### src/rtl/neo_sync_delay_line_pkg.sv
// Shared helpers for neo_sync_delay_line: delay-select width and clamp.
// Every user of the delay line imports this package so that the DELAY bus
// width and the clamp rule stay identical across instances.
package neo_sync_delay_line_pkg;

    // Width of a bus able to hold 0..depth inclusive.
    function automatic int unsigned neo_dly_dw(input int unsigned depth);
        return $clog2(depth + 1);
    endfunction

    // Requests beyond the number of physical stages fall back to the longest tap.
    function automatic int unsigned neo_dly_clamp(input int unsigned req,
                                                  input int unsigned depth);
        return (req > depth) ? depth : req;
    endfunction

endpackage

### src/rtl/neo_sync_delay_line_stage.sv
// One storage stage of the delay line: WIDTH-bit register that advances on
// ce_i and returns to RESET_VAL on a synchronous clear. The clear has
// priority so a flush always discards the sample presented that cycle.
module neo_sync_delay_line_stage #(
    parameter int unsigned      WIDTH     = 8,
    parameter logic [WIDTH-1:0] RESET_VAL = '0
) (
    input  logic             clk_i,
    input  logic             nreset_i,
    input  logic             ce_i,
    input  logic             clr_i,
    input  logic [WIDTH-1:0] d_i,
    output logic [WIDTH-1:0] q_o
);

    logic [WIDTH-1:0] data_q;
    logic [WIDTH-1:0] data_d;

    // Next value: clear beats enable, otherwise hold.
    always_comb begin
        data_d = data_q;
        if (clr_i) begin
            data_d = RESET_VAL;
        end else if (ce_i) begin
            data_d = d_i;
        end
    end

    // Stage register with asynchronous reset.
    always_ff @(posedge clk_i or negedge nreset_i) begin
        if (!nreset_i) begin
            data_q <= RESET_VAL;
        end else begin
            data_q <= data_d;
        end
    end

    assign q_o = data_q;

endmodule

### src/rtl/neo_sync_delay_line.sv
// Clocked delay line: delays in_i by 0..DEPTH clock-enable ticks, selected at
// runtime through delay_i (values above DEPTH clamp to DEPTH). valid_o tells
// whether the tapped stage holds real input rather than reset/flush fill.
// Optional per-bit edge pulses on the output are built only when the macro
// NEO_DELAY_LINE_EDGE_EN is defined; otherwise rise_o/fall_o are tied low.
module neo_sync_delay_line
    import neo_sync_delay_line_pkg::*;
#(
    parameter int unsigned      WIDTH     = 8,
    parameter int unsigned      DEPTH     = 4,
    parameter logic [WIDTH-1:0] RESET_VAL = '0
) (
    input  logic                         clk_i,
    input  logic                         nreset_i,
    input  logic                         ce_i,
    input  logic                         flush_i,
    input  logic [neo_dly_dw(DEPTH)-1:0] delay_i,
    input  logic [WIDTH-1:0]             in_i,
    output logic [WIDTH-1:0]             out_o,
    output logic                         valid_o,
    output logic [WIDTH-1:0]             rise_o,
    output logic [WIDTH-1:0]             fall_o
);

    localparam int unsigned     DW      = neo_dly_dw(DEPTH);
    localparam logic [DW-1:0]   DEPTH_C = DW'(DEPTH);

    logic [DW-1:0]    delay_q;
    logic [DW-1:0]    delay_d;
    logic [DW-1:0]    fill_q;
    logic [DW-1:0]    fill_d;
    logic [WIDTH-1:0] stage_q [DEPTH];
    logic [WIDTH-1:0] out_w;
    logic             valid_w;

    // Clamp the requested delay; sampled every clock, independent of ce_i.
    always_comb begin
        delay_d = DW'(neo_dly_clamp(32'(delay_i), DEPTH));
    end

    // Delay-select register.
    always_ff @(posedge clk_i or negedge nreset_i) begin
        if (!nreset_i) begin
            delay_q <= '0;
        end else begin
            delay_q <= delay_d;
        end
    end

    // Shift chain: stage 0 takes in_i, each later stage takes its predecessor.
    for (genvar k = 0; k < DEPTH; k++) begin : g_stage
        logic [WIDTH-1:0] stage_d;
        if (k == 0) begin : g_head
            assign stage_d = in_i;
        end else begin : g_body
            assign stage_d = stage_q[k-1];
        end
        neo_sync_delay_line_stage #(
            .WIDTH     (WIDTH),
            .RESET_VAL (RESET_VAL)
        ) u_stage (
            .clk_i    (clk_i),
            .nreset_i (nreset_i),
            .ce_i     (ce_i),
            .clr_i    (flush_i),
            .d_i      (stage_d),
            .q_o      (stage_q[k])
        );
    end

    // Tap mux: delay 0 bypasses the chain, delay N reads stage N-1.
    always_comb begin
        out_w = in_i;
        for (int k = 0; k < DEPTH; k++) begin
            if (delay_q == DW'(k + 1)) begin
                out_w = stage_q[k];
            end
        end
    end

    // Fill count: how many real samples the chain holds, saturating at DEPTH.
    always_comb begin
        fill_d = fill_q;
        if (flush_i) begin
            fill_d = '0;
        end else if (ce_i && (fill_q != DEPTH_C)) begin
            fill_d = DW'(fill_q + 1'b1);
        end
    end

    // Fill count register.
    always_ff @(posedge clk_i or negedge nreset_i) begin
        if (!nreset_i) begin
            fill_q <= '0;
        end else begin
            fill_q <= fill_d;
        end
    end

    // Tapped stage is real data once at least delay_q samples have entered.
    assign valid_w = (fill_q >= delay_q);

    assign out_o   = out_w;
    assign valid_o = valid_w;

`ifdef NEO_DELAY_LINE_EDGE_EN
    logic [WIDTH-1:0] prev_q;
    logic [WIDTH-1:0] prev_d;

    // Remember the output as it was just before each CE tick.
    always_comb begin
        prev_d = prev_q;
        if (flush_i) begin
            prev_d = RESET_VAL;
        end else if (ce_i) begin
            prev_d = out_w;
        end
    end

    // Previous-output register.
    always_ff @(posedge clk_i or negedge nreset_i) begin
        if (!nreset_i) begin
            prev_q <= RESET_VAL;
        end else begin
            prev_q <= prev_d;
        end
    end

    assign rise_o = out_w & ~prev_q & {WIDTH{valid_w}};
    assign fall_o = ~out_w & prev_q & {WIDTH{valid_w}};
`else
    assign rise_o = '0;
    assign fall_o = '0;
`endif

endmodule

### config.mk
export PLATFORM = sky130hd
export DESIGN_NAME = neo_sync_delay_line
export DESIGN_NICKNAME = d
export VERILOG_FILES = /design/src/rtl/neo_sync_delay_line_pkg.sv /design/src/rtl/neo_sync_delay_line_stage.sv /design/src/rtl/neo_sync_delay_line.sv
export SDC_FILE = /design/constraint.sdc
export NUM_CORES = 1
export LEC_CHECK = 0
export CORE_MARGIN = 8
export CORE_UTILIZATION = 56
export CTS_CLUSTER_SIZE = 10
export DETAILED_ROUTE_END_ITERATION = 10
export HOLD_SLACK_MARGIN = 0.1
export MAX_ROUTING_LAYER = met4
export PLACE_DENSITY = 0.91
export SLEW_MARGIN = 10
export SYNTH_ARGS = -nofsm -noshare
export SYNTH_HDL_FRONTEND = slang
export SYNTH_HIERARCHICAL = 1
export SYNTH_SLANG_ARGS = --single-unit
### constraint.sdc
create_clock -name clk_i -period 2.6 [get_ports clk_i]
set_input_delay 0.26 -clock clk_i [delete_from_list [all_inputs] [get_ports clk_i]]
set_output_delay 0.26 -clock clk_i [all_outputs]
set_load 0.005 [all_outputs]
* After elaboration in Yosys (flattened, before gate mapping)
Index checks and enable logic that the tools add are counted.
** Operators by class
- $lt $le $gt $ge :: 2
- Reductions and logical operators :: 3
- Mux-type cells :: 15
- Add/subtract/negate cells :: 1
- Eq/ne operators :: 5
** Operators with widths (count)
- $mux W8 :: 12
- $mux W3 :: 3
- $eq A3 B2 Y1 const B :: 2
- $reduce_bool A2 Y1 :: 2
- $add A3 B1 Y3 const B :: 1
- $eq A3 B1 Y1 const B :: 1
- $eq A3 B3 Y1 const B :: 1
- $ge A3 B3 Y1 :: 1
- $gt A3 B3 Y1 const B :: 1
- $ne A3 B3 Y1 const B :: 1
- $logic_and A1 B1 Y1 :: 1
** Word-level totals
- Output and inout bits :: 25
- Register bits after elaboration :: 38

* Logic depth before layout (Yosys ltp)
Gate-level depths: netlist of run 1.
- Word-level depth :: 5
- Gate-level depth with buffers :: 5
- Depth with buffers taken out :: 5

* Hierarchy
The synthesis of run 1 kept the hierarchy.
** By module, submodules not included
- neo_sync_delay_line_stage :: cells an instance 26, times used 4, area an instance 325.3 µm², seq. area each 200.2 µm²
- neo_sync_delay_line :: cells an instance 78, times used 1, area an instance 779.5 µm², seq. area each 150.1 µm²

* Worst setup path after synthesis of run 1
No wires, ideal clock.
- Path type :: register to output
- Start point :: register fill_q[0]
- End point :: output valid_o
- Cell stages (with the launch flop) :: 6
- Required time :: 2.340 ns
- Path slack :: 1.204 ns
- Data arrival time :: 1.136 ns
- Cells stage by stage :: dfrtp_1 inv_1 ha_1 nand2b_1 a21o_1 a21o_1
** Between the ends
- Word-level cells in the longest chain between the ends :: 1
** RTL lines
- start: declaration :: RTL line neo_sync_delay_line.sv:30 : logic [DW-1:0] fill_q;
- start signal: assignment :: RTL line neo_sync_delay_line.sv:96 : fill_q <= fill_d;
- $ge A3 B3 Y1 :: RTL line neo_sync_delay_line.sv:101 : assign valid_w = (fill_q >= delay_q);
- end: declaration :: RTL line neo_sync_delay_line.sv:20 : output logic valid_o,
No other way between the ends.

* Final worst setup path of run 1
- Start point :: register delay_q[0]
- End point :: output out_o[6]
** Between the ends
- Word-level cells in the longest chain between the ends :: 5
- Elaborated cells on any way between the ends :: 8
- Classes of those cells :: eq/ne (4); mux (4)
** RTL lines
- start: declaration :: RTL line neo_sync_delay_line.sv:28 : logic [DW-1:0] delay_q;
- start signal: assignment :: RTL line neo_sync_delay_line.sv:46 : delay_q <= delay_d;
- $eq A3 B1 Y1 :: RTL line neo_sync_delay_line.sv:75 : if (delay_q == DW'(k + 1)) begin
- $mux W8 (3 in series) :: RTL line neo_sync_delay_line.sv:75
- $mux W8 * :: RTL line neo_sync_delay_line.sv:75
- end: declaration :: RTL line neo_sync_delay_line.sv:19 : output logic [WIDTH-1:0] out_o,
Mark *: on every way between the ends. The rest lies on a longest branch, timed or not.

==> impl_metrics.yaml, run 1 <==
routing:
  drc: 0
  route.met3.wl_microns: 137
  ant_nets: 0
  wl_met2_microns: 2040
  drt_iter0_drc: 60
  maxUsedRoutingLayer: "met4"
  via_count: 1348
  vias_per_cell: 5.35
  dr.pass1.iters: 4
  wire_per_inst_microns: 16.0
  wl_met1_microns: 1780
  wl_microns: 4040
final_layout:
  finish.cell_count_without_fillers: 252
  nNetsFinal: 223
  diodes: 0
  syn2layout_area_growth_pct: 14.6
  layout_commonest_cell: "dfrtp_1"
  layout_common_cells: "38 x dfrtp_1, 35 x nor2_1, 34 x mux2i_1, 22 x clkdlybuf4s50_1, 16 x conb_1"
  drive_above_1_share_pct: 12.3
global_routing:
  antenna_found_initial: 0
  grt_pass1_wl_microns: 6810
  grt_pass1_vias: 1426
  grt_max_degree: 39
  grt_util_all_layers_pct: 14.6
  overflow: 0
timing:
  setup_ws_ps: 137
  finalHoldViolCount: 0
  slew_viol_final: 0
  period_needed_ps: 2460
  max_slew_margin_pct: 65.8
  fmax_mhz: 406
  fin_crit_sh_pct: 94.7
  hold_slack_ps: 379
  fin_skew_ps: 2.28
  worst_slew_pin_slew_ps: 513
  fin_tns_setup_ps: 0
  rsz0062_at_grt: "false"
  setup-violations-final: 0
min_path:
  hold_class: "in2async"
power:
  leakage_nw: 1.19
  p_switching_w: 0.000327
  seqPwrFrac_pct: 43.5
  ir_drop_mv: 0.314
  p_int_w: 0.00113
  power-per-cell-area_nw_per_um2: 613
  clkPwrFrac_pct: 42.2
  p_comb_share_pct: 14.3
  swShare_pct: 22.4
place:
  place_inst: 244
  place_ws_ps: 449
  place_congestion: 0.790
  numPortBuffers: 23
  hpwl_microns: 2820
die:
  row_count: 22
  fp.dieW_microns: 77.0
  coreArea_sq_um: 3610
  start_util_pct: 57.7
  dieHeight_microns: 77.0
  ios: 40
  die_area_sq_um: 5920
cts:
  ctsHoldBuffers: 0
  clk_latency_ps: 290
  post_cts_buffers: 0
  cts_tree: "done"
  ctsResizeCount: 0
  root_buffer: "clkbuf_8"
  path_clk_slew_ps: 70
  clockBufferDepth: 2
  clock-sinks: 38
  numCtsBuffers: 5
  cts_htree_levels: 2
critical_path:
  critical_path_required_ps: 2340
  path_max_fanout: 11
  crit_slowest_cell: "dfrtp_1"
  r2r-end: "fill_q[1]"
  worstSetupEndpointType: "output port"
  critPathLaunch: "delay_q[0]"
  critical_path_arrival_ps: 2200
  cp_cell_sequence: "nand2b_1 > o32a_1 > o221a_2 > clkdlybuf4s50_1"
  crit_type: "reg2out"
  timing.critical_path.buf_inv: 1
  start_kind: "flip-flop"
  cp_slowest_stage_delay_ps: 670
  reg2reg_depth: 5
  r2r-start: "fill_q[0]"
  critPathTopFamily: "flip-flops"
  rrSetupSlack_ps: 1100
yosys:
  ys_warn_count: 6
  synth.distinct_cells: 27
  synthCells: 182
  synth_seq_cells: 38
  seq_area_frac_synth_pct: 45.7
  mappedNetlistArea_sq_um: 2080
  syn_avg_cell_area_sq_um: 11.4
flow_run:
  cap_violations: 0
status:
  status: "complete, no violations"
power groups by stage:
stage	clock [W]	sequential [W]	combinational, W
after global routing	0.000647	0.000638	0.000228
after CTS	0.000629	0.000635	0.000210
final	0.000616	0.000635	0.000209
after floorplan	0	0.000635	0.000147
after global placement	0	0.000644	0.000203
after detailed placement	0	0.000646	0.000209
synth_stat cells (all sizes together):
library cell	instances	area, sq um
a21o	2	15.0
nor3	1	5.00
mux2i	34	340
mux2	7	78.8
nor2	36	143
xnor2	2	25.0
o221a	7	78.8
ha	5	62.6
and4b	1	10.0
a21boi	1	7.51
nand2	1	3.75
conb	1	3.75
o32a	7	70.1
inv	4	15.0
a21oi	2	10.0
buf	26	199
nor2b	2	12.5
or2b	1	11.3
clkbuf	1	3.75
nand2b	2	12.5
mux4	1	22.5
dfrtp	38	951
cell families (layout without fill, tap and decap cells):
family,after synthesis,count (layout),share of synthesized area (%)
buf+inv,31,38,10.5
fa+ha+maj,5,5,3.01
simple gates,44,44,9.50
other cells,1,16,0.180
compound gates,19,19,8.72
mux,42,42,21.2
xor+xnor,2,2,1.20
flops,38,38,45.7
worst reg2reg max path, cell delays in order (launching register included):
cell and delay, ps:
dfrtp_1 420, inv_1 100, ha_1 210, a21boi_0 370
mux2i_1 230, nor2_1 50
worst max-delay path by stage:
stage,to,slack [ps],cells past startpoint
final,out_o[6],140,4
after detailed placement,valid_o,450,5
after global routing,valid_o,20,5
after global placement,valid_o,470,5
after CTS,valid_o,130,5
after floorplan,valid_o,1200,5
registers in the layout, indices dropped and copies added, names as in the netlist:
signal and flops:
g_stage.u_stage/q_o 32, delay_q 3, fill_q 3
cell type report:
type | instances | area [sq um]
fill | 283 | 1220
inverter | 4 | 15.0
sequential | 38 | 951
multi-input combinational | 128 | 968
tap | 48 | 60.1
clock inverter | 2 | 60.1
clock buffer | 6 | 82.6
timing repair buffer | 26 | 248
layer usage:
layer  vias up  track usage [%]
li1        646                -
met5         -                -
met2        26             24.0
met3         8             3.38
met1       668             16.0
met4         0             7.50
per-stage QoR:
stage               util [%]  cell area (sq um)  power, W
finish                  66.1               2380   0.00146
global route            66.1               2380   0.00151
detailed placement      62.2               2240  0.000854
CTS                     66.1               2380   0.00147
global placement        62.2               2240  0.000847
floorplan                  -               2140  0.000782
Note: power is estimated with default switching activity, not from simulation.
==> run 2, diff against run 1 <==
==> constraint.sdc (replaced) <==
create_clock -name clk_i -period 3.1 [get_ports clk_i]
set_input_delay 0.31 -clock clk_i [delete_from_list [all_inputs] [get_ports clk_i]]
set_output_delay 0.31 -clock clk_i [all_outputs]
set_load 0.005 [all_outputs]
==> run 2 against run 1 <==
Sequential share of layout area up 0.55 points. Worst hold slack improved by 71 ps. Register-to-register slack better by 570 ps. First-iteration DRC count is 23% higher. Non-clock buffer count unchanged. Setup slack improved by 470 ps. Global-route usage grew 0.068 points. Final cell count unchanged. Routed wire length down 4.0%. Largest power group unchanged. Highest routed layer unchanged.
==> impl_metrics.yaml, run 2 (synthesis results as in run 1) <==
die:
  dieHeight_microns: 77.0
  fp.dieW_microns: 77.0
  die_area_sq_um: 5920
  start_util_pct: 57.7
  ios: 40
  coreArea_sq_um: 3610
  row_count: 22
critical_path:
  timing.critical_path.buf_inv: 1
  crit_type: "reg2out"
  cp_cell_sequence: "ha_1 > nand2b_1 > a21o_1 > a21o_1 > clkdlybuf4s50_1"
  crit_cells: 5
  worstSetupEndpointType: "output port"
  critPathTopFamily: "flip-flops"
  critical_path_required_ps: 2790
  crit_slowest_cell: "dfrtp_1"
  crit_top_cell: "a21o_1"
  path_max_fanout: 11
  start_kind: "flip-flop"
  cp_slowest_stage_delay_ps: 670
  critical_path_arrival_ps: 2190
  reg2reg_depth: 5
global_routing:
  grt_pass1_vias: 1437
  overflow: 0
  grt_util_all_layers_pct: 14.6
  antenna_found_initial: 0
  grt_pass1_wl_microns: 6910
  grt_max_degree: 39
timing:
  period_needed_ps: 2500
  slew_viol_final: 0
  max_slew_margin_pct: 65.0
  rsz0062_at_grt: "false"
  worst_slew_pin_slew_ps: 525
  hold_slack_ps: 450
  setup-violations-final: 0
  fin_crit_sh_pct: 80.5
  fin_tns_setup_ps: 0
  fmax_mhz: 401
  finalHoldViolCount: 0
  fin_skew_ps: 1.93
cts:
  post_cts_buffers: 0
  cts_htree_levels: 2
  ctsResizeCount: 0
  ctsHoldBuffers: 0
  clock-sinks: 38
  cts_tree: "done"
  clockBufferDepth: 2
  root_buffer: "clkbuf_8"
  numCtsBuffers: 5
  path_clk_slew_ps: 70
  clk_latency_ps: 290
final_layout:
  syn2layout_area_growth_pct: 13.0
  layout_common_cells: "38 x dfrtp_1, 35 x nor2_1, 34 x mux2i_1, 22 x clkdlybuf4s50_1, 16 x conb_1"
  layout_commonest_cell: "dfrtp_1"
  final_area_sq_um: 2350
  diodes: 0
  nNetsFinal: 223
  finish.cell_count_without_fillers: 252
  largest_reg_flops: 32
  drive_above_1_share_pct: 12.3
  n_fill_cell: 286
min_path:
  hold_class: "in2async"
routing:
  wire_per_inst_microns: 15.4
  vias_per_cell: 5.32
  wl_met1_microns: 1690
  wl_met2_microns: 1960
  wl_microns: 3880
  route.met3.wl_microns: 171
  maxUsedRoutingLayer: "met4"
  drt_iter0_drc: 74
  ant_nets: 0
  dr.pass1.iters: 4
  via_count: 1341
  drc: 0
status:
  status: "complete, no violations"
place:
  placed_cell_area_sq_um: 2240
  place_congestion: 0.736
  numPortBuffers: 23
  hpwl_microns: 2830
  place_inst: 244
flow_run:
  cap_violations: 0
power:
  leakage_nw: 1.17
  power-per-cell-area_nw_per_um2: 465
  ir_drop_mv: 0.297
  total_power_w: 0.00109
==> run 2: worst register-to-register path: stages, from the launching register on <==
cell and delay (ps):
dfrtp_1 390, inv_1 80, ha_1 200, a21boi_0 340, mux2i_1 230, nor2_1 60
==> run 2: final timing paths <==
kind	start	to	slack, ps
setup / recovery	delay_q[0]	valid_o	600
hold / removal	nreset_i	g_stage[0].u_stage/q_o[3]	450
setup reg to reg	fill_q[0]	fill_q[1]	1670
hold reg to reg	g_stage[3].u_stage/q_o[1]	g_stage[3].u_stage/q_o[1]	530
max in group asynchronous	nreset_i	g_stage[1].u_stage/q_o[4]	2340
min in group clk_i	delay_i[2]	delay_q[2]	520
==> run 2: layout make-up <==
class                           instances  area (sq um)  share of cell area (%)
Clock buffer                            8           110                    4.68
Inverter                                4          15.0                   0.638
Multi-Input combinational cell        128           968                    41.2
Sequential cell                        38           951                    40.4
Tap cell                               48          60.1                    2.55
Timing Repair Buffer                   26           248                    10.5
==> run 2: layer usage <==
metal | vias to the layer above | global-route usage, %
met4 | 0 | 5.77
met2 | 26 | 23.9
met1 | 664 | 16.6
met3 | 7 | 4.08
li1 | 644 | -
met5 | - | -
==> run 2: through the flow <==
stage | util, % | worst slack, ps
5_1_grt | 65.2 | 490
6_report | 65.2 | 604
3_3_place_gp | 62.2 | 933
3_5_place_dp | 62.2 | 901
4_1_cts | 65.2 | 581
2_1_floorplan | - | 1650
==> run 2: report_power, final <==
part	internal (W)	leakage [nW]	switching (W)	total, W
Clock	0.000224	0.0575	0.000163	0.000387
Combinational	0.0000955	0.600	0.0000777	0.000173
Sequential	0.000512	0.517	0.0000205	0.000533
